### src/rtl/alu_pkg.sv
// Shared definitions for the ALU arithmetic slice: default operand width and
// divider FSM state encoding.
package alu_pkg;

    localparam int unsigned DEFAULT_WIDTH = 4;

    typedef logic [0:0] state_t;

    localparam state_t IDLE = 1'b0;
    localparam state_t RUN  = 1'b1;

endpackage

### src/rtl/divider_add_eq_if.sv
// Operand/result bundle between the operand registers and the arithmetic slice.
interface divider_add_eq_if
    import alu_pkg::*;
#(
    parameter int unsigned WIDTH = DEFAULT_WIDTH
) ();

    logic [WIDTH-1:0] in1;
    logic [WIDTH-1:0] in2;
    logic             start;
    logic [WIDTH-1:0] add_out;
    logic             final_carry;
    logic             eq_out;
    logic [WIDTH-1:0] div_out;
    logic [WIDTH-1:0] remainder;
    logic             div_by_zero;
    logic             busy;
    logic             done;

    modport master (
        output in1, in2, start,
        input  add_out, final_carry, eq_out, div_out, remainder, div_by_zero, busy, done
    );

    modport slave (
        input  in1, in2, start,
        output add_out, final_carry, eq_out, div_out, remainder, div_by_zero, busy, done
    );

endinterface

### src/rtl/restoring_div_core.sv
// Unsigned restoring divider, one quotient bit per cycle MSB first, with a
// start/busy/done handshake. Results hold until the next division completes.
module restoring_div_core
    import alu_pkg::*;
#(
    parameter int unsigned WIDTH = DEFAULT_WIDTH
) (
    input  logic             clk,
    input  logic             rst_n,
    input  logic [WIDTH-1:0] dividend,
    input  logic [WIDTH-1:0] divisor,
    input  logic             start,
    output logic [WIDTH-1:0] quotient,
    output logic [WIDTH-1:0] remainder,
    output logic             div_by_zero,
    output logic             busy,
    output logic             done
);

    localparam int unsigned CntW = $clog2(WIDTH + 1);

    state_t           state_q, state_d;
    logic [CntW-1:0]  cnt_q, cnt_d;
    logic [WIDTH-1:0] dvd_q, dvd_d;
    logic [WIDTH-1:0] dvs_q, dvs_d;
    logic [WIDTH-1:0] rem_q, rem_d;
    logic [WIDTH-1:0] quo_q, quo_d;
    logic [WIDTH-1:0] res_rem_q, res_rem_d;
    logic             dbz_q, dbz_d;
    logic             done_q, done_d;

    logic [WIDTH:0]   trial;
    logic [WIDTH-1:0] diff;
    logic             trial_ge;

    // A zero divisor needs no special case: every trial "fits", so the quotient
    // fills with ones and the remainder ends up as the shifted-in dividend.
    always_comb begin
        trial     = {rem_q, dvd_q[WIDTH-1]};
        trial_ge  = (trial >= {1'b0, dvs_q});
        diff      = trial[WIDTH-1:0] - dvs_q;
        state_d   = state_q;
        cnt_d     = cnt_q;
        dvd_d     = dvd_q;
        dvs_d     = dvs_q;
        rem_d     = rem_q;
        quo_d     = quo_q;
        res_rem_d = res_rem_q;
        dbz_d     = dbz_q;
        done_d    = 1'b0;
        case (state_q)
            IDLE: begin
                if (start) begin
                    dvd_d   = dividend;
                    dvs_d   = divisor;
                    rem_d   = '0;
                    cnt_d   = CntW'(WIDTH);
                    state_d = RUN;
                end
            end
            RUN: begin
                // Dividend bits shift out the top while quotient bits shift in below.
                dvd_d = {dvd_q[WIDTH-2:0], trial_ge};
                rem_d = trial_ge ? diff : trial[WIDTH-1:0];
                cnt_d = cnt_q - CntW'(1);
                if (cnt_q == CntW'(1)) begin
                    quo_d     = dvd_d;
                    res_rem_d = rem_d;
                    dbz_d     = (dvs_q == '0);
                    done_d    = 1'b1;
                    state_d   = IDLE;
                end
            end
            default: state_d = IDLE;
        endcase
    end

    always_ff @(posedge clk or negedge rst_n) begin
        if (!rst_n) begin
            state_q   <= IDLE;
            cnt_q     <= '0;
            dvd_q     <= '0;
            dvs_q     <= '0;
            rem_q     <= '0;
            quo_q     <= '0;
            res_rem_q <= '0;
            dbz_q     <= 1'b0;
            done_q    <= 1'b0;
        end else begin
            state_q   <= state_d;
            cnt_q     <= cnt_d;
            dvd_q     <= dvd_d;
            dvs_q     <= dvs_d;
            rem_q     <= rem_d;
            quo_q     <= quo_d;
            res_rem_q <= res_rem_d;
            dbz_q     <= dbz_d;
            done_q    <= done_d;
        end
    end

    assign quotient    = quo_q;
    assign remainder   = res_rem_q;
    assign div_by_zero = dbz_q;
    assign busy        = (state_q == RUN);
    assign done        = done_q;

endmodule

### src/rtl/divider_add_eq.sv
// Registered arithmetic slice: carry-out adder and equality compare (1-cycle)
// alongside a multi-cycle restoring divider.
module divider_add_eq
    import alu_pkg::*;
#(
    parameter int unsigned WIDTH = DEFAULT_WIDTH
) (
    input logic             clk,
    input logic             rst_n,
    divider_add_eq_if.slave bus
);

    logic [WIDTH-1:0] add_q, add_d;
    logic             carry_q, carry_d;
    logic             eq_q, eq_d;

    always_comb begin
        {carry_d, add_d} = {1'b0, bus.in1} + {1'b0, bus.in2};
        eq_d             = (bus.in1 == bus.in2);
    end

    always_ff @(posedge clk or negedge rst_n) begin
        if (!rst_n) begin
            add_q   <= '0;
            carry_q <= 1'b0;
            eq_q    <= 1'b0;
        end else begin
            add_q   <= add_d;
            carry_q <= carry_d;
            eq_q    <= eq_d;
        end
    end

    restoring_div_core #(
        .WIDTH (WIDTH)
    ) u_div (
        .clk         (clk),
        .rst_n       (rst_n),
        .dividend    (bus.in1),
        .divisor     (bus.in2),
        .start       (bus.start),
        .quotient    (bus.div_out),
        .remainder   (bus.remainder),
        .div_by_zero (bus.div_by_zero),
        .busy        (bus.busy),
        .done        (bus.done)
    );

    assign bus.add_out     = add_q;
    assign bus.final_carry = carry_q;
    assign bus.eq_out      = eq_q;

endmodule

### src/flat_wrapper.sv
// flat-port wrapper written by rule: the top's interface ports become plain ports
module divider_add_eq_flat import alu_pkg::*;
#(
    parameter int unsigned WIDTH = DEFAULT_WIDTH
)
  (clk, rst_n, bus_in1, bus_in2, bus_start, bus_add_out, bus_final_carry, bus_eq_out, bus_div_out, bus_remainder, bus_div_by_zero, bus_busy, bus_done);
  divider_add_eq_if #(.WIDTH(WIDTH)) bus_i ();
  input logic clk;
  input logic rst_n;
  input wire logic [$bits(bus_i.in1)-1:0] bus_in1;
  input wire logic [$bits(bus_i.in2)-1:0] bus_in2;
  input wire logic [$bits(bus_i.start)-1:0] bus_start;
  output wire logic [$bits(bus_i.add_out)-1:0] bus_add_out;
  output wire logic [$bits(bus_i.final_carry)-1:0] bus_final_carry;
  output wire logic [$bits(bus_i.eq_out)-1:0] bus_eq_out;
  output wire logic [$bits(bus_i.div_out)-1:0] bus_div_out;
  output wire logic [$bits(bus_i.remainder)-1:0] bus_remainder;
  output wire logic [$bits(bus_i.div_by_zero)-1:0] bus_div_by_zero;
  output wire logic [$bits(bus_i.busy)-1:0] bus_busy;
  output wire logic [$bits(bus_i.done)-1:0] bus_done;
  assign bus_i.in1 = bus_in1;
  assign bus_i.in2 = bus_in2;
  assign bus_i.start = bus_start;
  assign bus_add_out = bus_i.add_out;
  assign bus_final_carry = bus_i.final_carry;
  assign bus_eq_out = bus_i.eq_out;
  assign bus_div_out = bus_i.div_out;
  assign bus_remainder = bus_i.remainder;
  assign bus_div_by_zero = bus_i.div_by_zero;
  assign bus_busy = bus_i.busy;
  assign bus_done = bus_i.done;
  divider_add_eq #(.WIDTH(WIDTH)) u_core (.clk(clk), .rst_n(rst_n), .bus(bus_i));
endmodule
### config.mk
export PLATFORM = sky130hd
export DESIGN_NAME = divider_add_eq_flat
export DESIGN_NICKNAME = d
export VERILOG_FILES = /design/src/rtl/alu_pkg.sv /design/src/rtl/divider_add_eq_if.sv /design/src/rtl/restoring_div_core.sv /design/src/rtl/divider_add_eq.sv /design/src/flat_wrapper.sv
export SDC_FILE = /design/constraint.sdc
export NUM_CORES = 1
export LEC_CHECK = 0
export CORE_MARGIN = 4
export CORE_UTILIZATION = 45
export DETAILED_ROUTE_END_ITERATION = 6
export PLACE_DENSITY = 0.7
export SYNTH_ARGS = -nofsm -noshare
export SYNTH_HDL_FRONTEND = slang
export SYNTH_SLANG_ARGS = --single-unit
### constraint.sdc
create_clock -name clk -period 2.13 [get_ports clk]
set_input_delay 0.426 -clock clk [delete_from_list [all_inputs] [get_ports clk]]
set_output_delay 0.426 -clock clk [all_outputs]
set_load 0.02 [all_outputs]
==> reports/results.ini <==
[status]
outcome = finished clean

[global_routing]
grt_start_max_net_pins = 33
antenna_found_initial = 0
overflow = 0
grt_first_pass_wirelength_mm = 5.899
grt_pass1_vias = 1235
track_usage_pct = 18.03

[yosys]
syn_inst = 148
synth_seq_cells = 32
synth_top_area_share_pct = 51.86
yosysSeqAreaShare_pct = 51.86
synthArstFlopShare_pct = 100.0
synth_area_leaders = dfrtp_1, ha_1, nand2_1
synth_area_um2 = 1544
ys.flop_type = dfrtp_1
synth_most_common_cell = dfrtp_1
synth_edf_count = 0
ys_types = 35
yosysWarningCount = 0
syn_area_per_cell_um2 = 10.43
yosys.area.top_type = dfrtp_1
synth_commonest_cells = dfrtp_1, nand2_1, o21ai_0, inv_1, ha_1
synthesis.nets = 171

[layout]
antenna_cells = 0
area_growth_pct = 25.61
fin_nets = 206
drive_gt1_share_pct = 9.290

[worst_setup_path]
worstSetupStartpoint = u_core.u_div.dvd_q[3]
r2r-start = u_core.u_div.dvd_q[3]
crit_chain = inv_1, ha_1, nand2b_1, a211oi_2, o21ai_2, o21a_1, a32o_1
worstPathRequired_ps = 2350
cp_max_fo = 8
crit_arrival_ps = 2160
crit_type = flop to flop
slowest_delay_ps = 380
worst_setup_path_start_kind = flop
crit_slowest_cell = dfrtp_1
crit_path_end_kind = flop

[route]
dr_total_vias = 1181
finalWirelength_mm = 3.400
antenna_left = 0
drt-pass1-iter-count = 4
wire_per_inst_um = 14.85
viasPerCell = 5.157
drt_iter0_markers = 40
drc = 0

[power_and_ir_drop]
combPwrFrac_pct = 54.3
swShare_pct = 42.12
clock_power_share_pct = 10.6
p_sw_mw = 1.258
p_leak_nw = 0.9193
p_per_area_nw_per_um2 = 1540
ir_drop_uv = 601.8
p_seq_share_pct = 35.0
intPower_mw = 1.728

[cts]
clk_latency_ps = 330
cts_hold_buf = 0
cts_setup_buffers = 0
clk_path_buf_depth = 2
cts_resized = 0
htreeDepth = 2
clock_sinks = 32
root_buffer = clkbuf_4
cts_tree = done
clk_pin_slew_worst_paths_ps = 90
cts_buffers = 5

[die]
coreArea_um2 = 3337
io-pin-count = 28
rows = 21
dieHeight_um = 66.58
start_util_pct = 46.27
die_x_um = 66.58
die_area_um2 = 4432

[timing]
max_freq_mhz = 516.4
rsz0062_at_grt = false
period_share_pct = 90.91
clock_skew_ps = 11.61
maxSlewViolCount = 0
max-slew-margin-rel_pct = 70.65
fin_setup_tns_ps = 0
finalSetupViolations = 0
tightestPinTransition_ps = 440.2
finalWorstSetupSlack_ps = 193.5
final_hold_viol_count = 0
min_period_ps = 1936

[hold_path]
hold_path.class = input pin to asynchronous set/reset pin

[placement]
gp_congestion = 0.7704
io_buffer_count = 27
hpwl_mm = 2.600
pre_cts_ws_ps = 215.1

[flow_run]
max_cap_violations = 0

## path summary, 6_finish.rpt
path | cells after the start | to | slack [ps]
setup / recovery | 7 | u_core.u_div.rem_q[3] | 190
hold / removal | 2 | u_core.u_div.quotient[2] | 480
setup reg to reg | 7 | u_core.u_div.rem_q[3] | 190
hold reg to reg | 2 | u_core.u_div.quotient[1] | 480
max in group asynchronous | 2 | u_core.bus.eq_out | 1340
min in group clk | 2 | u_core.u_div.quotient[1] | 480
## power groups by stage
stage	Combinational (mW)	Sequential, mW	Clock, mW
6_report	1.62	1.05	0.317
5_1_grt	1.81	1.08	0.366
4_1_cts	1.63	1.05	0.328
2_1_floorplan	0.968	1.14	0
3_5_place_dp	1.63	1.06	0
3_3_place_gp	1.53	1.04	0
## logic make-up after synthesis
kind of cell | after synthesis | share of synthesized area, %
and+or+nand+nor | 46 | 14.10
buffers and inverters | 18 | 4.457
DFF | 32 | 51.86
xor gates and xnor gates | 4 | 2.269
muxes | 7 | 4.619
AOI/OAI and AO/OA | 29 | 11.99
adders and majority gates | 12 | 10.70
## cell type report
cell class | instances | area [µm²]
fillers | 297 | 1398
clock inverters | 1 | 5.005
flip-flops and latches | 32 | 800.8
inverters | 14 | 52.55
well taps | 46 | 57.56
clock buffers | 6 | 41.29
repair buffers | 32 | 307.8
multi-input cells | 98 | 674.4
## metal layers
metal  share of wire [%]  vias up  track usage, %  routed length, µm
met4                 1.2        0           4.569                 40
met3                 4.3        5           5.565                146
li1                    -      573               -                  -
met2                  52       25           30.57               1752
met1                  43      578           22.17               1461
met5                   0        -               0                  0
## flip-flops by register name (all words and copies together), names as in the netlist, 3 cells and up
register	cells
u_core.bus.add_out	4
u_core.u_div.cnt_q	3
u_core.u_div.dvd_q	4
u_core.u_div.dvs_q	4
u_core.u_div.quotient	4
u_core.u_div.rem_q	4
u_core.u_div.remainder	4
## stage by stage
stage	cell area, µm²	total power [mW]	cells	hold slack [ps]	util [%]
floorplan	1544	2.113	148	130.4	-
global placement	1893	2.574	222	457.4	56.73
detailed placement	1893	2.683	222	462.6	56.73
CTS	1939	3.006	229	486.1	58.12
global route	1939	3.256	229	503.7	58.12
finish	1939	2.986	229	479.6	58.12
## placed cells by master (no fill, tap or decap), types with 2 or more instances in the layout
cell,count
a31o_2,2
nand2_1,27
buf_4,5
mux2i_1,6
o21a_1,2
clkdlybuf4s50_1,27
nand3b_1,2
fa_1,2
xnor2_1,3
o22ai_1,2
inv_1,13
ha_1,10
clkbuf_4,5
dfrtp_1,32
o21ai_0,14
nor3_1,2
nor2_1,5
nand2b_1,2
a21oi_1,3
## worst max-delay path, delay by kind of cell (launching register included)
family,cells,cell delay [ps]
compound gates,4,920
flops,1,380
fa+ha+maj,1,250
simple gates,1,160
buf+inv,1,110
Note: power is estimated with default switching activity, not from simulation.
